File: src/rtl/aia_src_gateway_if.sv
// rtl/aia_src_gateway_if.sv - source/pending signal bundle between pins, software and the gateway
//
// Purpose: groups the per-source wires of the APLIC source gateway.
// Ports (signals):
//   src_i    NR_SRC      raw asynchronous source wires
//   mode_i   NR_SRC x 3  per-source source mode (SM)
//   swset_i  NR_SRC      software set-pending pulse
//   clr_i    NR_SRC      claim/clear-pending pulse
//   rect_o   NR_SRC      registered rectified input value
//   pend_o   NR_SRC      pending bits
//   edge_o   NR_SRC      one-cycle hardware-edge pulse
// Modports: master drives sources/controls, slave is the gateway.
interface aia_src_gateway_if #(
  parameter int unsigned NR_SRC = 32
);
  logic [NR_SRC-1:0]      src_i;
  logic [NR_SRC-1:0][2:0] mode_i;
  logic [NR_SRC-1:0]      swset_i;
  logic [NR_SRC-1:0]      clr_i;
  logic [NR_SRC-1:0]      rect_o;
  logic [NR_SRC-1:0]      pend_o;
  logic [NR_SRC-1:0]      edge_o;

  modport master (
    output src_i, mode_i, swset_i, clr_i,
    input  rect_o, pend_o, edge_o
  );

  modport slave (
    input  src_i, mode_i, swset_i, clr_i,
    output rect_o, pend_o, edge_o
  );
endinterface

File: src/rtl/aia_src_gateway.sv
// rtl/aia_src_gateway.sv - multi-channel APLIC interrupt-source gateway
//
// Purpose: synchronises each raw source wire, rectifies it per its source
// mode, detects edges and maintains a per-source pending bit that software
// can set and the claim logic can clear.
// Ports:
//   clk_i   clock
//   rst_ni  synchronous active-low reset
//   gw      aia_src_gateway_if.slave (src_i/mode_i/swset_i/clr_i in,
//           rect_o/pend_o/edge_o out)
module aia_src_gateway #(
  parameter int unsigned NR_SRC      = 32,
  parameter int unsigned SYNC_STAGES = 2
) (
  input  logic               clk_i,
  input  logic               rst_ni,
  aia_src_gateway_if.slave   gw
);

  localparam logic [2:0] SM_DETACHED = 3'd1;
  localparam logic [2:0] SM_EDGE1    = 3'd4;
  localparam logic [2:0] SM_EDGE0    = 3'd5;
  localparam logic [2:0] SM_LEVEL1   = 3'd6;
  localparam logic [2:0] SM_LEVEL0   = 3'd7;

  // raw_prev only holds a genuine source sample once the synchroniser has
  // been refilled after reset; until then edges are masked so a source held
  // active through reset does not look like a fresh edge.
  localparam logic [2:0] WARM_MAX = 3'(SYNC_STAGES + 1);

  logic [NR_SRC-1:0] raw;
  logic [NR_SRC-1:0] raw_prev_q;
  logic [NR_SRC-1:0] rect;
  logic [NR_SRC-1:0] pend_d, pend_q;
  logic [NR_SRC-1:0] edge_d, edge_q;
  logic [NR_SRC-1:0] rect_q;
  logic [NR_SRC-1:0] rise, fall;
  logic [2:0]        warm_q;
  logic              edge_en;

  generate
    if (SYNC_STAGES == 0) begin : g_bypass
      assign raw = gw.src_i;
    end else begin : g_sync
      logic [NR_SRC-1:0] sync_q [SYNC_STAGES];

      always_ff @(posedge clk_i) begin
        if (!rst_ni) begin
          for (int s = 0; s < SYNC_STAGES; s++) sync_q[s] <= '0;
        end else begin
          sync_q[0] <= gw.src_i;
          for (int s = 1; s < SYNC_STAGES; s++) sync_q[s] <= sync_q[s-1];
        end
      end

      assign raw = sync_q[SYNC_STAGES-1];
    end
  endgenerate

  assign edge_en = (warm_q == WARM_MAX);
  assign rise    = raw & ~raw_prev_q & {NR_SRC{edge_en}};
  assign fall    = ~raw & raw_prev_q & {NR_SRC{edge_en}};

  always_comb begin
    rect   = '0;
    pend_d = '0;
    edge_d = '0;
    for (int i = 0; i < NR_SRC; i++) begin
      unique case (gw.mode_i[i])
        SM_DETACHED: begin
          pend_d[i] = gw.swset_i[i] | (~gw.clr_i[i] & pend_q[i]);
        end
        SM_EDGE1: begin
          rect[i]   = raw[i];
          edge_d[i] = rise[i];
          // set beats a simultaneous clear so a new edge is never lost
          pend_d[i] = rise[i] | gw.swset_i[i] | (~gw.clr_i[i] & pend_q[i]);
        end
        SM_EDGE0: begin
          rect[i]   = ~raw[i];
          edge_d[i] = fall[i];
          pend_d[i] = fall[i] | gw.swset_i[i] | (~gw.clr_i[i] & pend_q[i]);
        end
        SM_LEVEL1: begin
          rect[i]   = raw[i];
          pend_d[i] = raw[i];
        end
        SM_LEVEL0: begin
          rect[i]   = ~raw[i];
          pend_d[i] = ~raw[i];
        end
        default: begin
          rect[i]   = 1'b0;
          pend_d[i] = 1'b0;
        end
      endcase
    end
  end

  always_ff @(posedge clk_i) begin
    if (!rst_ni) begin
      raw_prev_q <= '0;
      pend_q     <= '0;
      edge_q     <= '0;
      rect_q     <= '0;
      warm_q     <= '0;
    end else begin
      raw_prev_q <= raw;
      pend_q     <= pend_d;
      edge_q     <= edge_d;
      rect_q     <= rect;
      if (!edge_en) warm_q <= warm_q + 3'd1;
    end
  end

  assign gw.pend_o = pend_q;
  assign gw.edge_o = edge_q;
  assign gw.rect_o = rect_q;

endmodule

File: src/flat_wrapper.sv
// flat-port wrapper written by rule: the top's interface ports become plain ports
module aia_src_gateway_flat 
#(
  parameter int unsigned NR_SRC      = 32,
  parameter int unsigned SYNC_STAGES = 2
)
  (clk_i, rst_ni, gw_src_i, gw_mode_i, gw_swset_i, gw_clr_i, gw_rect_o, gw_pend_o, gw_edge_o);
  aia_src_gateway_if #(.NR_SRC(NR_SRC)) gw_i ();
  input  logic clk_i;
  input  logic rst_ni;
  input wire logic [$bits(gw_i.src_i)-1:0] gw_src_i;
  input wire logic [$bits(gw_i.mode_i)-1:0] gw_mode_i;
  input wire logic [$bits(gw_i.swset_i)-1:0] gw_swset_i;
  input wire logic [$bits(gw_i.clr_i)-1:0] gw_clr_i;
  output wire logic [$bits(gw_i.rect_o)-1:0] gw_rect_o;
  output wire logic [$bits(gw_i.pend_o)-1:0] gw_pend_o;
  output wire logic [$bits(gw_i.edge_o)-1:0] gw_edge_o;
  assign gw_i.src_i = gw_src_i;
  assign gw_i.mode_i = gw_mode_i;
  assign gw_i.swset_i = gw_swset_i;
  assign gw_i.clr_i = gw_clr_i;
  assign gw_rect_o = gw_i.rect_o;
  assign gw_pend_o = gw_i.pend_o;
  assign gw_edge_o = gw_i.edge_o;
  aia_src_gateway #(.NR_SRC(NR_SRC), .SYNC_STAGES(SYNC_STAGES)) u_core (.clk_i(clk_i), .rst_ni(rst_ni), .gw(gw_i));
endmodule
File: config.mk
export PLATFORM = sky130hd
export DESIGN_NAME = aia_src_gateway_flat
export DESIGN_NICKNAME = d
export VERILOG_FILES = /design/src/rtl/aia_src_gateway_if.sv /design/src/rtl/aia_src_gateway.sv /design/src/flat_wrapper.sv
export SDC_FILE = /design/constraint.sdc
export NUM_CORES = 1
export LEC_CHECK = 0
export CORE_UTILIZATION = 47
export CTS_CLUSTER_SIZE = 40
export DETAILED_ROUTE_END_ITERATION = 7
export PLACE_DENSITY = 0.85
export SYNTH_ARGS = -nofsm -noshare
export SYNTH_HDL_FRONTEND = slang
export SYNTH_SLANG_ARGS = --single-unit
File: constraint.sdc
create_clock -name clk_i -period 2.6 [get_ports clk_i]
set_input_delay 0.26 -clock clk_i [delete_from_list [all_inputs] [get_ports clk_i]]
set_output_delay 0.26 -clock clk_i [all_outputs]
set_load 0.01 [all_outputs]
==> reports/metrics.cfg, run 1 <==
[setup_path]
endpoint_kind=register
worst-setup-path-type=register to register
cp.arrival_ps=2370
crit_required_ps=2940
crit_fanout=19
cp-start-kind=register

[timing]
finalHoldViolCount=0
setup_tns_ps=0
period_share=0.778
min_period_ps=2020
fin_hold_ws_ps=266
fmax_mhz=494
setup_viol=0
slew_headroom=0.393
drv_slew=0
fin_skew_ps=5.25
rsz0062_at_grt=false
worst-slew-pin-transition_ps=910

[cells_and_area]
nNetsFinal=1228
final_cell_mix=clkdlybuf4s50_1 (288), dfxtp_1 (195), and2_1 (100)
final_cells=1256
stdcell_area_um2=11200
final_common_cell=clkdlybuf4s50_1
n_fill_cell=1143
drive_gt1_frac=0.0460
synthToLayoutAreaGrowth_pct=49.4

[synthesis]
yosys.area_share.adder=0.00500
synth-seq-cells=195
synth_compound_area_frac=0.157
synth_simple_gate_area_frac=0.253
yosysUniqueCellTypes=37
yosys-mux-area-fraction=0.00133
synth_top_area_cell=dfxtp_1
synth_area_um2=7510
synth-xor-area-share=0.0338
ys.warnings.count=0
seq_area_frac_synth=0.520
synth_top_family_by_area=simple AND/OR/NAND/NOR gates
syn-num-nets=940
synth.avg_cell_area_um2=10.1
netlist_instances=743
synth_top_area_share=0.520
yosys-top-cells-area=dfxtp_1 (52%), and2_1 (8.3%), xor2_1 (3.3%), a311oi_1 (3.2%), and3b_1 (3.2%)

[pwr]
vdd_drop_max_v=0.000474
p_per_area_nw_per_um2=599
power_uw=6710
swShare=0.226
seqPwrFrac=0.471
p_sw_uw=1520
power.share.combinational=0.126
p_clk_frac=0.403
p_leak_uw=0.00436
intPower_uw=5190

[cts]
root_buffer=clkbuf_16
clk_pin_slew_ps=60
ctsResizeCount=0
clock_latency_ps=430
cts_setup_buffers=0
h-tree-depth=4
cts_tree=done
cts.sinks=195
cts_buffers=17
postCtsHoldBufs=0
ctsLongestPathBuffers=2

[placement]
port_buffers=289
dp_cells=1223
dp_hpwl_um=14100
post_dp_cell_area_um2=10600
gp_congestion=0.789

[global_routing]
grt_pass1_wl_um=30500
grt_max_degree=73
grt_pass1_vias=6407
antenna_found_initial=1
grt_usage=0.239
grt-ovfl-total=0

[drt]
wl_per_cell_um=15.7
drt-vias-per-instance=5.26
drtIter0Drc=253
first_pass_iters=4
wirelength_um=19700
drc_errors=0
vias=6604
final_antenna_net_count=0

[floorplan]
start_util=0.488
pin_count=290
rows=45
core-area_um2=15400
die_x_um=128
fp.dieH_um=128
dieArea_um2=16500

[job]
drv_cap=0

[hold_path]
hold_class=input pin to register

[run_status]
status=finished clean

[layout make-up]
type,count,area [um^2],area share
antenna,1,2.50,0.000223
timing repair buffer,293,2920,0.260
sequential,195,3900,0.348
inverter,33,124,0.0110
clock inverter,12,154,0.0137
multi-input combinational,491,3380,0.302
tap,211,264,0.0235
clock buffer,20,467,0.0416
[synthesized netlist by cell type]
cell       count
dfxtp_1      195
and2_1       100
nor2_1        37
a21oi_1       32
inv_1         32
nor2b_1       29
xor2_1        28
a311oi_1      27
and3_1        27
and3b_1       27
nand3_1       27
nor3b_1       27
o2111ai_1     27
o221ai_1      27
clkbuf_1      17
o211ai_1      14
nand2_1       10
a21boi_0       8
nand2b_1       8
buf_2          6
o21ai_0        5
a211oi_2       4
nand3b_1       4
o221a_2        4
or2b_1         4
or3b_1         4
ha_1           3
a211oi_1       1
and4b_1        1
and4bb_2       1
clkbuf_2       1
clkinv_1       1
mux2i_1        1
nor3_1         1
o21a_1         1
o32ai_1        1
xnor2_1        1
[power by group through the flow]
stage          clock network (uW)  registers, uW  logic [uW]
6_report                     2710           3160         844
5_1_grt                      2890           3180         916
4_1_cts                      2750           3160         848
3_5_place_dp                    0           3230         839
3_3_place_gp                    0           3230         828
2_1_floorplan                   0           3240         290
[kinds of logic (layout without fill, tap and decap cells)]
family                   count (synthesis)  in the layout
XOR/XNOR                                29             29
AO/OA/AOI/OAI                          151            151
buffers and inverters                   57            358
AND/OR/NAND/NOR                        307            307
multiplexers                             1              1
other                                    0              1
adder cells (fa/ha/maj)                  3              3
flip-flops                             195            195
[worst max-delay path, stage by stage, from the launching register on]
cell	delay, ps
dfxtp_1	360
ha_1	190
ha_2	560
nand2_1	570
nor2_1	260
[per-stage QoR]
| step | utilization | worst slack [ps] |
|---|---|---|
| finish | 0.730 | 578 |
| floorplan | - | 1140 |
| CTS | 0.730 | 531 |
| global route | 0.730 | 405 |
| global placement | 0.689 | 621 |
| detailed placement | 0.689 | 641 |
[sequential cells by signal, summed over array words and instances (netlist names)]
signal and cells:
u_core.gw.rect_o 32, u_core.raw_prev_q 32, u_core.warm_q 3, u_core.gw.edge_o 32, u_core.g_sync.sync_q 64, u_core.gw.pend_o 32
[metal layers]
| layer | GRT usage | up-vias | wire, um |
|---|---|---|---|
| met5 | 0 | - | 0 |
| met4 | 0.104 | 0 | 546 |
| met2 | 0.430 | 239 | 9830 |
| met3 | 0.0915 | 37 | 1870 |
| met1 | 0.248 | 3069 | 7440 |
| li1 | - | 3259 | - |
[worst paths after layout]
| kind | start | cells past startpoint | slack [ps] | to |
|---|---|---|---|---|
| worst min-delay path | rst_ni | 2 | 270 | u_core.g_sync.sync_q[0][14]$_SDFF_PN0_ |
| worst max-delay path | u_core.warm_q[0]$_SDFFE_PN0P_ | 4 | 580 | u_core.gw.edge_o[14]$_SDFF_PN0_ |
| worst max register to register | u_core.warm_q[0]$_SDFFE_PN0P_ | 4 | 580 | u_core.gw.edge_o[14]$_SDFF_PN0_ |
| worst min register to register | u_core.g_sync.sync_q[0][6]$_SDFF_PN0_ | 1 | 430 | u_core.g_sync.sync_q[0][38]$_SDFF_PN0_ |
(Power assumes the default switching activity.)
==> run 2, diff against run 1 <==
- CORE_UTILIZATION: 47 -> 40
- PLACE_DENSITY: 0.85 -> 0.77
- clock period: 2.6 -> 1.6 ns (I/O delays scaled with it)
==> reports/metrics.cfg, run 2 (synthesized netlist as in run 1, its figures left out) <==
[drt]
wirelength_um=19000
route.met3.wl_um=1650
m1WireLength_um=7830
first_pass_iters=8
drtIter0Drc=242
drt-vias-per-instance=5.06
drc_errors=23
final_antenna_net_count=0
route.met2.wl_um=9220
vias=6492
wl_per_cell_um=14.8
top_layer=met4

[cells_and_area]
seqCellArea_um2=3900
final_cell_mix=clkdlybuf4s50_1 (288), dfxtp_1 (195), and2_1 (100)
synthToLayoutAreaGrowth_pct=51.1
regMostFlops=u_core.g_sync.sync_q
n_fill_cell=1569
drive_gt1_frac=0.0532
final_cells=1282
diodes=0
nNetsFinal=1238
final_common_cell=clkdlybuf4s50_1
largest_reg_flops=64
multiInputGateArea_um2=3390

[timing]
slew_headroom=0.795
min_period_ps=1510
drv_slew=0
setup_viol=0
period_share=0.942
fin_skew_ps=8.69
worst-slew-pin-transition_ps=307
rsz0062_at_grt=false
setup_tns_ps=0
finalHoldViolCount=0
fmax_mhz=663

[floorplan]
die_x_um=139
core-area_um2=18100
pin_count=290
fp.dieH_um=139
rows=49
start_util=0.414
dieArea_um2=19300

[pwr]
vdd_drop_max_v=0.000691
power.share.combinational=0.131
p_leak_uw=0.00441
intPower_uw=8410
swShare=0.227
p_sw_uw=2460
p_clk_frac=0.396
power_uw=10900
seqPwrFrac=0.473
p_per_area_nw_per_um2=958

[global_routing]
grt_pass1_vias=6210
grt_max_degree=73
antenna_found_initial=0
grt-ovfl-total=0
grt_usage=0.200
grt_pass1_wl_um=30800

[run_status]
status=finished with violations
violations=DRC

[job]
drv_cap=0

[setup_path]
slowest_delay_ps=560
reg2reg_from=u_core.warm_q[0]$_SDFFE_PN0P_
crit_family=buffers and inverters
crit_required_ps=1440
critPathSlowestCell=clkdlybuf4s50_1
endpoint_kind=primary output
cp-start-kind=register
cp_cell_sequence=clkdlybuf4s50_1
crit_fanout=2
cp.arrival_ps=1350
r2r_setup_slack_ps=140
endpoint=gw_pend_o[11]
worstSetupStartpoint=u_core.gw.pend_o[11]$_SDFF_PN0_
worst-setup-path-type=register to primary output
rr_worst_depth=6
r2r-end=u_core.gw.pend_o[11]$_SDFF_PN0_
crit_cells=1
critPathBufInv=1

[cts]
cts_tree=done
cts_buffers=17
h-tree-depth=4
ctsLongestPathBuffers=2
clock_latency_ps=410
ctsResizeCount=0
postCtsHoldBufs=0
cts_setup_buffers=0
root_buffer=clkbuf_16
cts.sinks=195
clk_pin_slew_ps=70

[placement]
dp_cells=1251
port_buffers=289
dp_hpwl_um=14000
gp_congestion=0.807

[hold_path]
hold_class=input pin to register

## run 2: power by group through the flow
stage	Sequential, uW	Clock (uW)	Combinational [uW]
finish	5140	4310	1420
global route	5160	4650	1550
CTS	5140	4420	1420
detailed placement	5250	0	1410
global placement	5250	0	1390
floorplan	5270	0	471
## run 2: metrics by stage
step | instance area, um^2 | utilization | hold slack [ps] | setup WS [ps]
final | 11300 | 0.625 | 122 | 92.6
after global routing | 11300 | 0.625 | 115 | 3.43
after CTS | 11300 | 0.624 | 105 | 71.6
after detailed placement | 10700 | 0.591 | 419 | 90.5
after global placement | 10700 | 0.591 | 413 | 136
after floorplan | 7510 | - | 239 | 143
## run 2: area by class of cell
class | count | share of cell area
tap | 229 | 0.0253
timing repair buffer | 303 | 0.268
sequential | 195 | 0.344
clock buffer | 20 | 0.0394
inverter | 33 | 0.0109
clock inverter | 11 | 0.0132
multi-input combinational | 491 | 0.299
## run 2: worst min path at each step
stage / from / end / slack [ps] / depth (start not counted)
floorplan: gw_mode_i[76] / u_core.gw.edge_o[25]$_SDFF_PN0_ / 240 / 1
CTS: rst_ni / u_core.g_sync.sync_q[0][50]$_SDFF_PN0_ / 100 / 2
finish: rst_ni / u_core.g_sync.sync_q[0][50]$_SDFF_PN0_ / 120 / 2
global placement: u_core.g_sync.sync_q[0][13]$_SDFF_PN0_ / u_core.g_sync.sync_q[0][45]$_SDFF_PN0_ / 410 / 1
global route: rst_ni / u_core.g_sync.sync_q[0][50]$_SDFF_PN0_ / 120 / 2
detailed placement: u_core.g_sync.sync_q[0][14]$_SDFF_PN0_ / u_core.g_sync.sync_q[0][46]$_SDFF_PN0_ / 420 / 1
## run 2: worst reg2reg max path, delay by kind of cell (launching register included)
kind	cells	cell delay [ps]
compound gates	2	430
fa+ha+maj	2	390
flops	1	350
buf+inv	1	150
simple gates	1	80
## run 2: layer usage
layer  vias to the layer above  GRT usage
li1                       3276          -
met1                      2963      0.236
met2                       232      0.342
met3                        21     0.0646
met4                         0     0.0690
met5                         -          0
